===== config.mk =====
export PLATFORM = sky130hd
export DESIGN_NAME = cm_lat_buf
export DESIGN_NICKNAME = d
export VERILOG_FILES = /design/src/rtl/cm_lat_buf.sv
export SDC_FILE = /design/constraint.sdc
export NUM_CORES = 1
export LEC_CHECK = 0
export ABC_AREA = 1
export BUFFER_PORTS_ARGS = -buffer_cell sky130_fd_sc_hd__buf_2
export CELL_PAD_IN_SITES_DETAIL_PLACEMENT = 1
export CELL_PAD_IN_SITES_GLOBAL_PLACEMENT = 2
export CORE_MARGIN = 2
export CORE_UTILIZATION = 36
export CTS_BUF_LIST = sky130_fd_sc_hd__clkbuf_4
export CTS_CLUSTER_DIAMETER = 40
export CTS_CLUSTER_SIZE = 8
export DETAILED_ROUTE_END_ITERATION = 8
export PLACE_DENSITY_LB_ADDON = 0.08
export SLEW_MARGIN = 20
export SYNTH_ARGS = -nofsm -noshare
export SYNTH_HDL_FRONTEND = slang
export SYNTH_SLANG_ARGS = --single-unit

===== constraint.sdc =====
create_clock -name i_clk -period 4.67 [get_ports i_clk]
set_clock_uncertainty 0.05 [all_clocks]
set_input_delay 0.934 -clock i_clk [delete_from_list [all_inputs] [get_ports i_clk]]
set_output_delay 0.934 -clock i_clk [all_outputs]
set_load 0.1 [all_outputs]

===== src/rtl/cm_lat_buf.sv =====
// Credit-based catch buffer for the output of a fixed-latency pipeline.
// Credits cover in-flight requests plus stored results, so every return has a free slot.
module cm_lat_buf #(
    parameter int  DEPTH = 4,
    parameter type DTYPE = logic [7:0]
) (
    input  logic                         i_clk,
    input  logic                         i_rst,
    output logic                         o_credit,
    input  logic                         i_issue,
    input  logic                         i_vld,
    input  DTYPE                         i_data,
    output logic                         o_vld,
    output DTYPE                         o_data,
    input  logic                         i_rdy,
    output logic [$clog2(DEPTH+1)-1:0]   o_count,
    output logic                         o_err
);

    localparam int CW = $clog2(DEPTH + 1);
    localparam int PW = (DEPTH > 1) ? $clog2(DEPTH) : 1;
    localparam logic [CW-1:0] FULL = CW'(DEPTH);
    localparam logic [PW-1:0] LAST = PW'(DEPTH - 1);

    DTYPE          mem [DEPTH];
    logic [PW-1:0] rd_ptr;
    logic [PW-1:0] wr_ptr;
    logic [CW-1:0] count;
    logic [CW-1:0] infl;
    logic          err;

    logic          iss;
    logic          pop;
    logic          ret;
    logic          push;
    logic          err_set;
    logic [CW:0]   occ;

    // Consumer side: a beat transfers on a cycle where o_vld and i_rdy are both high;
    // o_vld/o_data stay stable while i_rdy is low. The return side has no backpressure.
    assign occ      = {1'b0, infl} + {1'b0, count};
    assign o_credit = (occ < {1'b0, FULL});
    assign o_vld    = (count != '0);
    assign o_data   = mem[rd_ptr];
    assign o_count  = count;
    assign o_err    = err;

    assign iss  = i_issue & o_credit;
    assign pop  = o_vld & i_rdy;
    // A return with infl != 0 completes a request even if it is dropped for overflow.
    assign ret  = i_vld & (infl != '0);
    assign push = ret & ((count < FULL) | pop);

    assign err_set = (i_issue & ~o_credit)
                   | (i_vld & (infl == '0))
                   | (i_vld & (count == FULL) & ~pop);

    always_ff @(posedge i_clk) begin
        if (i_rst) begin
            rd_ptr <= '0;
            wr_ptr <= '0;
            count  <= '0;
            infl   <= '0;
            err    <= 1'b0;
        end else begin
            if (pop)
                rd_ptr <= (rd_ptr == LAST) ? '0 : rd_ptr + PW'(1);
            if (push)
                wr_ptr <= (wr_ptr == LAST) ? '0 : wr_ptr + PW'(1);
            count <= count + CW'(push) - CW'(pop);
            infl  <= infl + CW'(iss) - CW'(ret);
            if (err_set)
                err <= 1'b1;
        end
    end

    // Storage is not reset; only the pointers and counters define what is valid.
    always_ff @(posedge i_clk) begin
        if (!i_rst && push)
            mem[wr_ptr] <= i_data;
    end

endmodule

==> run summary, run 1 <==
Die
- Placeable Area: 0.00517 mm2
- horizontal extent of the die: 77.7 um
- Die Ht: 77.7 um
- starting density of the core: 0.378
- Top-Level Pins: 27
- row count: 26
- Die ar.: 0.00603 mm2

Final layout
- signed area change from the synthesized netlist to the final layout: 13.7%
- area of all sequential standard cells: 0.00122 mm2
- number of fill cells: 580
- number of diodes: 0
- number of nets in the finished design: 234
- proportion of layout cells with a drive suffix above 1: 0.188
- area of the multi-input gates: 602 um2
- Cell Count, Final, Fillers Out: 278

CTS
- Clock H-tree levels: 2
- clock buffer count from CTS: 5
- TritonCTS clock tree: done
- Clk pin slew, worst setup/hold paths: 120 ps
- root cell of the clock tree: sky130_fd_sc_hd__clkbuf_4
- number of buffers on the longest clock path: 2
- clock latency reported for the late side of the worst-skew pair: 340 ps
- cts hold-fix bufs: 0
- total of cells resized after clock tree synthesis: 0
- Sink Count: 45
- number of setup buffers added after CTS: 0

STA
- total negative slack: 0 ps
- part of the cycle the worst path needs: 0.643
- Final setup violation count: 0
- min setup slack post-route: 1670 ps
- min Tclk post-route: 3000 ps
- total count of max-transition violations in the final report: 0
- Post-Route Hold Slack: 501 ps
- unrepaired setup endpoints after global routing: false
- number of hold-slack violations in the final timing report: 0
- headroom to the max-slew limit: 0.452
- slew at the pin closest to its max-slew limit: 819 ps
- Fmax: 333 MHz

Drt
- remaining number of nets flagged by the antenna check after routing: 0
- Vias per Instance: 4.67
- Detailed Route WL: 3.98 mm
- violation count after the first detailed-route iteration: 40
- via count of the routed design: 1,297
- WL/cell: 14.3 um
- DR DRC count: 0
- TritonRoute pass-1 iters: 4

Global routing
- Global Route Usage Sum: 0.145
- overall overflow remaining after global route: 0
- first-pass GRT wire length: 6.68 mm
- antenna violations before repair: 0
- number of global-route vias before repair: 1,391
- maximum number of pins on one net before global-route repair: 18

Worst setup path
- delay of the slowest cell on the worst path: 730 ps
- maximum fanout along the worst path: 17
- nature of the critical path startpoint: flip-flop
- Cell Chain, Critical Path: inv_2 > o21ai_0 > o22ai_1 > buf_2
- type of element capturing the critical path: primary output
- data arrival time of the worst path: 2020 ps
- critical path start-end classification: flip-flop to primary output
- Req. time, crit path: 3690 ps
- cell type of the slowest stage on the worst timing path: sky130_fd_sc_hd__dfxtp_1
- R2R Setup Slk: 2400 ps

Place
- number of I/O port buffers: 26
- Final HPWL DP: 2.99 mm
- Setup Slack @ Placement: 2040 ps
- number of placed instances, taps included: 271
- weighted congestion at the end of routability-driven global placement: 0.706

Yosys
- Distinct cells, synth: 19
- syn_area_per_cell: 11.0 um2
- number of nets in the synthesized netlist: 203
- sequential-to-total area share from yosys stat: 0.625
- synth warn: 0
- total standard cell area after synthesis: 0.00195 mm2
- synthesized netlist cell count: 177
- Seq cells post-synth: 45

Run status
- status: finished clean

Job
- max-cap check violation count: 0

Worst hold path
- worst hold path class: flip-flop to flip-flop

-- kinds of logic (layout without fill, tap and decap cells) --
kind of cell	count (synthesis)	count (layout)	share of synthesized area
compound gates	29	29	0.0832
simple gates	56	56	0.120
fa+ha+maj	13	13	0.0909
xor+xnor	3	3	0.0134
buf+inv	31	62	0.0672
flops	45	45	0.625
-- cell usage in the layout, fill, tap and decap left out --
master                      netlist  routed
sky130_fd_sc_hd__o21ai_2          2       2
sky130_fd_sc_hd__clkinv_2         0       1
sky130_fd_sc_hd__buf_2            0      26
sky130_fd_sc_hd__fa_1             2       2
sky130_fd_sc_hd__ha_1            11      11
sky130_fd_sc_hd__nand3_2          2       2
sky130_fd_sc_hd__nand4_1          1       1
sky130_fd_sc_hd__bufinv_16        0       1
sky130_fd_sc_hd__o21ai_1          2       2
sky130_fd_sc_hd__a21oi_1          2       2
sky130_fd_sc_hd__nor2_1          36      36
sky130_fd_sc_hd__inv_1           28      28
sky130_fd_sc_hd__nand2_1         12      12
sky130_fd_sc_hd__nand3_1          4       4
sky130_fd_sc_hd__and2_4           1       1
sky130_fd_sc_hd__edfxtp_1        32      32
sky130_fd_sc_hd__inv_2            1       1
sky130_fd_sc_hd__o21ai_0         15      15
sky130_fd_sc_hd__clkbuf_4         0       5
sky130_fd_sc_hd__dfxtp_1         13      13
sky130_fd_sc_hd__xor2_1           3       3
sky130_fd_sc_hd__o22ai_1          8       8
-- metrics by stage --
| step | utilization | instance area [um2] |
|---|---|---|
| after floorplan | - | 1950 |
| after global placement | 0.416 | 2150 |
| after detailed placement | 0.416 | 2150 |
| after CTS | 0.430 | 2220 |
| after global routing | 0.430 | 2220 |
| final | 0.430 | 2220 |
-- critical path: cells and delay by family (launching register included) --
kind | cells | cell delay, ps
buffers and inverters | 2 | 570
flip-flops | 1 | 730
AO/OA/AOI/OAI | 2 | 350
-- synth_stat cells --
master	number	area, um2
sky130_fd_sc_hd__nor2_1	36	135
sky130_fd_sc_hd__edfxtp_1	32	961
sky130_fd_sc_hd__inv_1	28	105
sky130_fd_sc_hd__o21ai_0	15	75.1
sky130_fd_sc_hd__dfxtp_1	13	260
sky130_fd_sc_hd__nand2_1	12	45.0
sky130_fd_sc_hd__ha_1	11	138
sky130_fd_sc_hd__o22ai_1	8	50.1
sky130_fd_sc_hd__nand3_1	4	20.0
sky130_fd_sc_hd__xor2_1	3	26.3
sky130_fd_sc_hd__a21oi_1	2	10.0
sky130_fd_sc_hd__buf_6	2	22.5
sky130_fd_sc_hd__fa_1	2	40.0
sky130_fd_sc_hd__nand3_2	2	20.0
sky130_fd_sc_hd__o21ai_1	2	10.0
sky130_fd_sc_hd__o21ai_2	2	17.5
sky130_fd_sc_hd__and2_4	1	8.76
sky130_fd_sc_hd__inv_2	1	3.75
sky130_fd_sc_hd__nand4_1	1	6.26
-- area by class of cell --
cell class | count | area share
repair buffers | 26 | 0.0586
flip-flops and latches | 45 | 0.550
inverters | 29 | 0.0490
clock buffers | 5 | 0.0169
well taps | 70 | 0.0394
clock inverters | 2 | 0.0158
multi-input cells | 101 | 0.271
-- path summary, 6_finish.rpt --
| kind | endpoint | depth (start not counted) | start |
|---|---|---|---|
| worst max-delay path | o_data[7] | 4 | flip-flop |
| worst min-delay path | flip-flop | 2 | rd_ptr[1] |
| worst max register to register | infl[2] | 11 | o_count[1] |
| worst min register to register | flip-flop | 2 | rd_ptr[1] |
-- metal layers --
layer / GRT usage / wire length, um / up-vias / share of wire
met3: 0.0337 / 135 / 6 / 0.034
met1: 0.158 / 1700 / 618 / 0.43
met2: 0.268 / 2090 / 22 / 0.52
met4: 0.0589 / 56 / 0 / 0.014
li1: - / - / 651 / -
met5: 0 / 0 / - / 0
-- sequential cells by signal (all words and copies together) (netlist names), named ones only --
register	cells
o_count	3
o_err	1
rd_ptr	2
infl	3
mem	32
wr_ptr	2
Power of run 1 is left out: the tool's default activity adds up to more than one toggle a clock period on the data nets, which glitch-free logic cannot reach.
==> run 2: changes to the inputs <==
- clock period: 4.67 -> 3.1 ns (I/O delays scaled with it)
==> run summary, run 2 (synthesized netlist as in run 1, its figures left out) <==
CTS
- number of buffers on the longest clock path: 2
- number of setup buffers added after CTS: 0
- cts hold-fix bufs: 0
- root cell of the clock tree: sky130_fd_sc_hd__clkbuf_4
- Clock H-tree levels: 2
- Sink Count: 45
- clock latency reported for the late side of the worst-skew pair: 360 ps
- Clk pin slew, worst setup/hold paths: 130 ps
- clock buffer count from CTS: 5
- TritonCTS clock tree: done
- total of cells resized after clock tree synthesis: 0

STA
- Fmax: 384 MHz
- headroom to the max-slew limit: 0.632
- min Tclk post-route: 2600 ps
- slew at the pin closest to its max-slew limit: 551 ps
- part of the cycle the worst path needs: 0.839
- unrepaired setup endpoints after global routing: false
- total count of max-transition violations in the final report: 0
- min setup slack post-route: 499 ps
- Final setup violation count: 0
- number of hold-slack violations in the final timing report: 0

Die
- Placeable Area: 0.00517 mm2
- Die Ht: 77.7 um
- Top-Level Pins: 27
- horizontal extent of the die: 77.7 um
- starting density of the core: 0.378
- row count: 26
- Die ar.: 0.00603 mm2

Final layout
- commonest non-fill, non-tap cell in the layout: sky130_fd_sc_hd__nor2_1
- top register by number of flip-flops: mem
- Design Area, Final: 0.00224 mm2
- number of nets in the finished design: 238
- top library cells by usage in the layout, fill and taps aside: sky130_fd_sc_hd__nor2_1, sky130_fd_sc_hd__edfxtp_1, sky130_fd_sc_hd__inv_1
- Largest register FFs: 32
- proportion of layout cells with a drive suffix above 1: 0.221
- number of diodes: 0
- signed area change from the synthesized netlist to the final layout: 14.6%

Worst setup path
- maximum fanout along the worst path: 17
- type of element capturing the critical path: primary output
- data arrival time of the worst path: 1930 ps
- critical path start-end classification: flip-flop to primary output
- Req. time, crit path: 2430 ps
- number of buffer and inverter instances along the worst setup path: 2
- nature of the critical path startpoint: flip-flop
- CP top delay family: flip-flops
- cell type of the slowest stage on the worst timing path: sky130_fd_sc_hd__dfxtp_1
- R2R Setup Slk: 900 ps
- delay of the slowest cell on the worst path: 690 ps
- Cell Chain, Critical Path: inv_2 > o21ai_0 > o22ai_1 > buf_2

Global routing
- number of global-route vias before repair: 1,414
- Global Route Usage Sum: 0.152
- maximum number of pins on one net before global-route repair: 18
- overall overflow remaining after global route: 0
- first-pass GRT wire length: 7.12 mm
- antenna violations before repair: 0

Job
- max-cap check violation count: 0

Drt
- WL/cell: 14.5 um
- via count of the routed design: 1,344
- Detailed Route WL: 4.11 mm
- DR DRC count: 0
- TritonRoute pass-1 iters: 4
- remaining number of nets flagged by the antenna check after routing: 0
- violation count after the first detailed-route iteration: 44
- Vias per Instance: 4.75

Place
- number of I/O port buffers: 26
- Setup Slack @ Placement: 817 ps
- Final HPWL DP: 3.02 mm
- weighted congestion at the end of routability-driven global placement: 0.748
- instance area at placement: 0.00218 mm2

Run status
- status: finished clean

Worst hold path
- worst hold path class: input port to flip-flop

run 2: layout make-up:
cell class                 count  area [um2]
sequential                    45        1220
tap                           70        87.6
fill                         593        2930
multi-input combinational    101         604
timing repair buffer          30         160
clock buffer                   6        45.0
clock inverter                 2        10.0
inverter                      29         109
run 2: layer usage:
layer	vias up	GRT usage	part of all wire
met2	24	0.275	0.53
met1	650	0.177	0.42
met4	0	0.0482	0.014
met5	-	0	0
met3	5	0.0337	0.036
li1	665	-	-
run 2: final timing paths:
path,startpoint,endpoint,depth (start not counted)
worst max-delay path,flip-flop,o_data[4],4
worst min-delay path,i_data[0],mem[3][0],1
worst max register to register,infl[1],infl[2],11
worst min register to register,rd_ptr[1],rd_ptr[1],2
run 2: per-stage QoR:
| stage | util | setup TNS, ps | std cells | hold slack [ps] |
|---|---|---|---|---|
| after detailed placement | 0.422 | 0 | 275 | 487 |
| after CTS | 0.433 | 0 | 283 | 409 |
| after floorplan | - | -29.9 | 177 | 431 |
| after global routing | 0.433 | 0 | 283 | 409 |
| final | 0.433 | 0 | 283 | 416 |
| after global placement | 0.422 | 0 | 275 | 444 |
run 2: worst reg2reg max path, stage by stage (launching register included):
cell                      delay, ps
sky130_fd_sc_hd__dfxtp_1        430
sky130_fd_sc_hd__ha_1           260
sky130_fd_sc_hd__nand3_1         80
sky130_fd_sc_hd__nand3_1         80
sky130_fd_sc_hd__inv_1           80
sky130_fd_sc_hd__nand2_1         60
sky130_fd_sc_hd__ha_1           260
sky130_fd_sc_hd__inv_1           40
sky130_fd_sc_hd__ha_1           180
sky130_fd_sc_hd__fa_1           380
sky130_fd_sc_hd__xor2_1         170
sky130_fd_sc_hd__nor2_1          90
Power of run 2 is left out for the same reason.
==> run 3: changes to the inputs <==
- ABC_AREA: 1 -> 0
- clock period: 3.1 -> 2.3 ns (I/O delays scaled with it)
==> run summary, run 3 <==
Worst hold path
- launch instance of the worst min-delay path: i_data[6]
- worst hold path class: input port to flip-flop
- worst hold path depth: 1
- endpoint with the worst hold slack: mem[1][6]

Drt
- DR DRC count: 0
- TritonRoute pass-1 iters: 4
- Vias per Instance: 4.82
- via count of the routed design: 1,122
- remaining number of nets flagged by the antenna check after routing: 0
- Routed met3 length: 137 um
- routed length on met1: 1.48 mm
- highest metal layer with signal wires: met4
- WL/cell: 15.5 um
- violation count after the first detailed-route iteration: 17
- routed length on met2: 1.94 mm
- Detailed Route WL: 3.62 mm

Global routing
- first-pass GRT wire length: 5.91 mm
- overall overflow remaining after global route: 0
- Global Route Usage Sum: 0.133
- antenna violations before repair: 0
- number of global-route vias before repair: 1,223
- maximum number of pins on one net before global-route repair: 15

STA
- min Tclk post-route: 2410 ps
- headroom to the max-slew limit: 0.677
- Fmax: 415 MHz
- part of the cycle the worst path needs: 1.05
- number of hold-slack violations in the final timing report: 0
- total count of max-transition violations in the final report: 0
- total negative slack: -113 ps
- min setup slack post-route: -109 ps
- unrepaired setup endpoints after global routing: true
- slew at the pin closest to its max-slew limit: 487 ps
- Final setup violation count: 2

Die
- Die ar.: 0.00580 mm2
- starting density of the core: 0.370
- row count: 26
- Die Ht: 76.2 um
- Top-Level Pins: 27
- horizontal extent of the die: 76.2 um
- Placeable Area: 0.00507 mm2

Final layout
- top library cells by usage in the layout, fill and taps aside: sky130_fd_sc_hd__edfxtp_1, sky130_fd_sc_hd__buf_2, sky130_fd_sc_hd__buf_4
- proportion of layout cells with a drive suffix above 1: 0.417
- commonest non-fill, non-tap cell in the layout: sky130_fd_sc_hd__edfxtp_1
- Largest register FFs: 32
- top register by number of flip-flops: mem
- signed area change from the synthesized netlist to the final layout: 26.3%
- number of nets in the finished design: 188
- number of diodes: 0

Worst setup path
- Req. time, crit path: 2500 ps
- nature of the critical path startpoint: flip-flop
- R2R Setup Slk: -110 ps
- FF-to-FF path depth: 11
- capture point of the worst reg-to-reg path: infl[2]
- CP top delay family: adder cells
- critical path start-end classification: flip-flop to flip-flop
- source of the worst register-to-register timing path: infl[1]
- maximum fanout along the worst path: 2
- Cell Chain, Critical Path: ha_4 > and3_4 > nor4_4 > nand2_1 > ha_1 > inv_1 > ha_2 > fa_2 > xnor2_2 > xnor2_1 > nor2_1
- cell type of the slowest stage on the worst timing path: sky130_fd_sc_hd__dfxtp_2
- delay of the slowest cell on the worst path: 360 ps
- number of buffer and inverter instances along the worst setup path: 1
- type of element capturing the critical path: flip-flop
- data arrival time of the worst path: 2610 ps

Power
- sw frac: 0.450
- standby leakage power: 0.000897 uW
- Gate power share: 0.521
- design internal power: 1770 uW
- power share of the clock group: 0.149
- power density over cell area: 1360 mW/mm2
- switching power total: 1450 uW
- sequential share of power: 0.330
- Total Power Consumption: 3230 uW
- Max rail drop VDD: 0.954 mV

Yosys
- fraction of synthesized cell area taken by the top area cell type: 0.512
- number of flops mapped to enable cells by yosys: 32
- Commonest cells post-synth: sky130_fd_sc_hd__edfxtp_1, sky130_fd_sc_hd__dfxtp_1, sky130_fd_sc_hd__ha_1
- Seq cells post-synth: 45
- Distinct cells, synth: 27
- total standard cell area after synthesis: 0.00188 mm2
- top area cells in the synthesized netlist: sky130_fd_sc_hd__edfxtp_1, sky130_fd_sc_hd__dfxtp_1, sky130_fd_sc_hd__mux4_2, sky130_fd_sc_hd__ha_1, sky130_fd_sc_hd__fa_1
- share of flip-flops with an asynchronous set or reset: 0
- ys flop type: sky130_fd_sc_hd__edfxtp_1
- sequential-to-total area share from yosys stat: 0.651
- syn_area_per_cell: 15.6 um2
- synthesized netlist cell count: 120
- cell type with the largest total area after synthesis: sky130_fd_sc_hd__edfxtp_1
- number of nets in the synthesized netlist: 146
- most frequently used cell type in the post-synthesis netlist: sky130_fd_sc_hd__edfxtp_1
- synth warn: 0

CTS
- clock latency reported for the late side of the worst-skew pair: 340 ps
- cts hold-fix bufs: 0
- Sink Count: 45
- clock buffer count from CTS: 5
- Clk pin slew, worst setup/hold paths: 140 ps
- TritonCTS clock tree: done
- root cell of the clock tree: sky130_fd_sc_hd__clkbuf_4
- number of buffers on the longest clock path: 2
- Clock H-tree levels: 2

Place
- number of I/O port buffers: 26
- Final HPWL DP: 2.63 mm
- weighted congestion at the end of routability-driven global placement: 0.760

Run status
- status: complete, but fails checks
- violations in the final reports: negative setup slack

Job
- max-cap check violation count: 0

-- run 3: cell types whose count changed after synthesis, moves of 3 or more --
cell and change:
sky130_fd_sc_hd__nor2_1 -32, sky130_fd_sc_hd__inv_1 -18, sky130_fd_sc_hd__o21ai_0 -13, sky130_fd_sc_hd__nand2_1 -9, sky130_fd_sc_hd__mux4_2 +8, sky130_fd_sc_hd__o22ai_1 -8, sky130_fd_sc_hd__nor2b_1 +5, sky130_fd_sc_hd__and2_1 +4
sky130_fd_sc_hd__xnor2_1 +4, sky130_fd_sc_hd__xor2_1 -3
-- run 3: per-layer routing --
metal | GRT usage | vias up
met3 | 0.0320 | 4
li1 | - | 525
met2 | 0.254 | 25
met5 | 0 | -
met1 | 0.141 | 568
met4 | 0.0509 | 0
-- run 3: worst max-delay path by stage --
stage | endpoint | depth (start not counted) | startpoint
after floorplan | infl[2] | 11 | o_count[1]
after global placement | infl[2] | 11 | infl[1]
after detailed placement | infl[2] | 11 | infl[1]
after CTS | infl[2] | 11 | infl[1]
after global routing | infl[2] | 11 | infl[1]
final | infl[2] | 11 | infl[1]
-- run 3: kinds of logic (layout without fill, tap and decap cells) --
family / Yosys count / count (layout) / synth area share
DFF: 45 / 45 / 0.651
xor gates and xnor gates: 4 / 4 / 0.0187
adders and majority gates: 13 / 13 / 0.0947
and+or+nand+nor: 26 / 26 / 0.0754
buffers and inverters: 13 / 56 / 0.0267
AOI/OAI and AO/OA: 10 / 10 / 0.0320
muxes: 9 / 9 / 0.101
-- run 3: power by group through the flow --
stage | sequential, uW | clock, uW | combinational (uW)
after floorplan | 1240 | 0 | 1070
after global placement | 1070 | 0 | 1590
after detailed placement | 1080 | 0 | 1620
after CTS | 1060 | 498 | 1630
after global routing | 1080 | 522 | 1810
final | 1070 | 481 | 1680
-- run 3: stage by stage --
stage,setup WS (ps),hold WS (ps),instances,utilization,cell area (um2)
floorplan,-1230,413,120,-,1930
global placement,-72.8,426,222,0.437,2220
detailed placement,-130,467,222,0.437,2220
CTS,-112,247,230,0.454,2300
global route,-209,240,233,0.467,2370
finish,-109,269,233,0.467,2370
-- run 3: layout make-up --
type	count	area, um2
Clock inverter	3	41.3
Tap cell	70	87.6
Inverter	10	37.5
Multi-Input combinational cell	62	689
Fill cell	533	2710
Clock buffer	5	37.5
Sequential cell	45	1230
Timing Repair Buffer	38	244
-- run 3: repair_timing --
action,in CTS,in global routing
setup endpoints to repair,3,6
resized for setup,2,10
endpoints found under the hold margin,0,0
pin swaps,2,3
buffers inserted,0,3
Note: power is estimated with default switching activity, not from simulation.
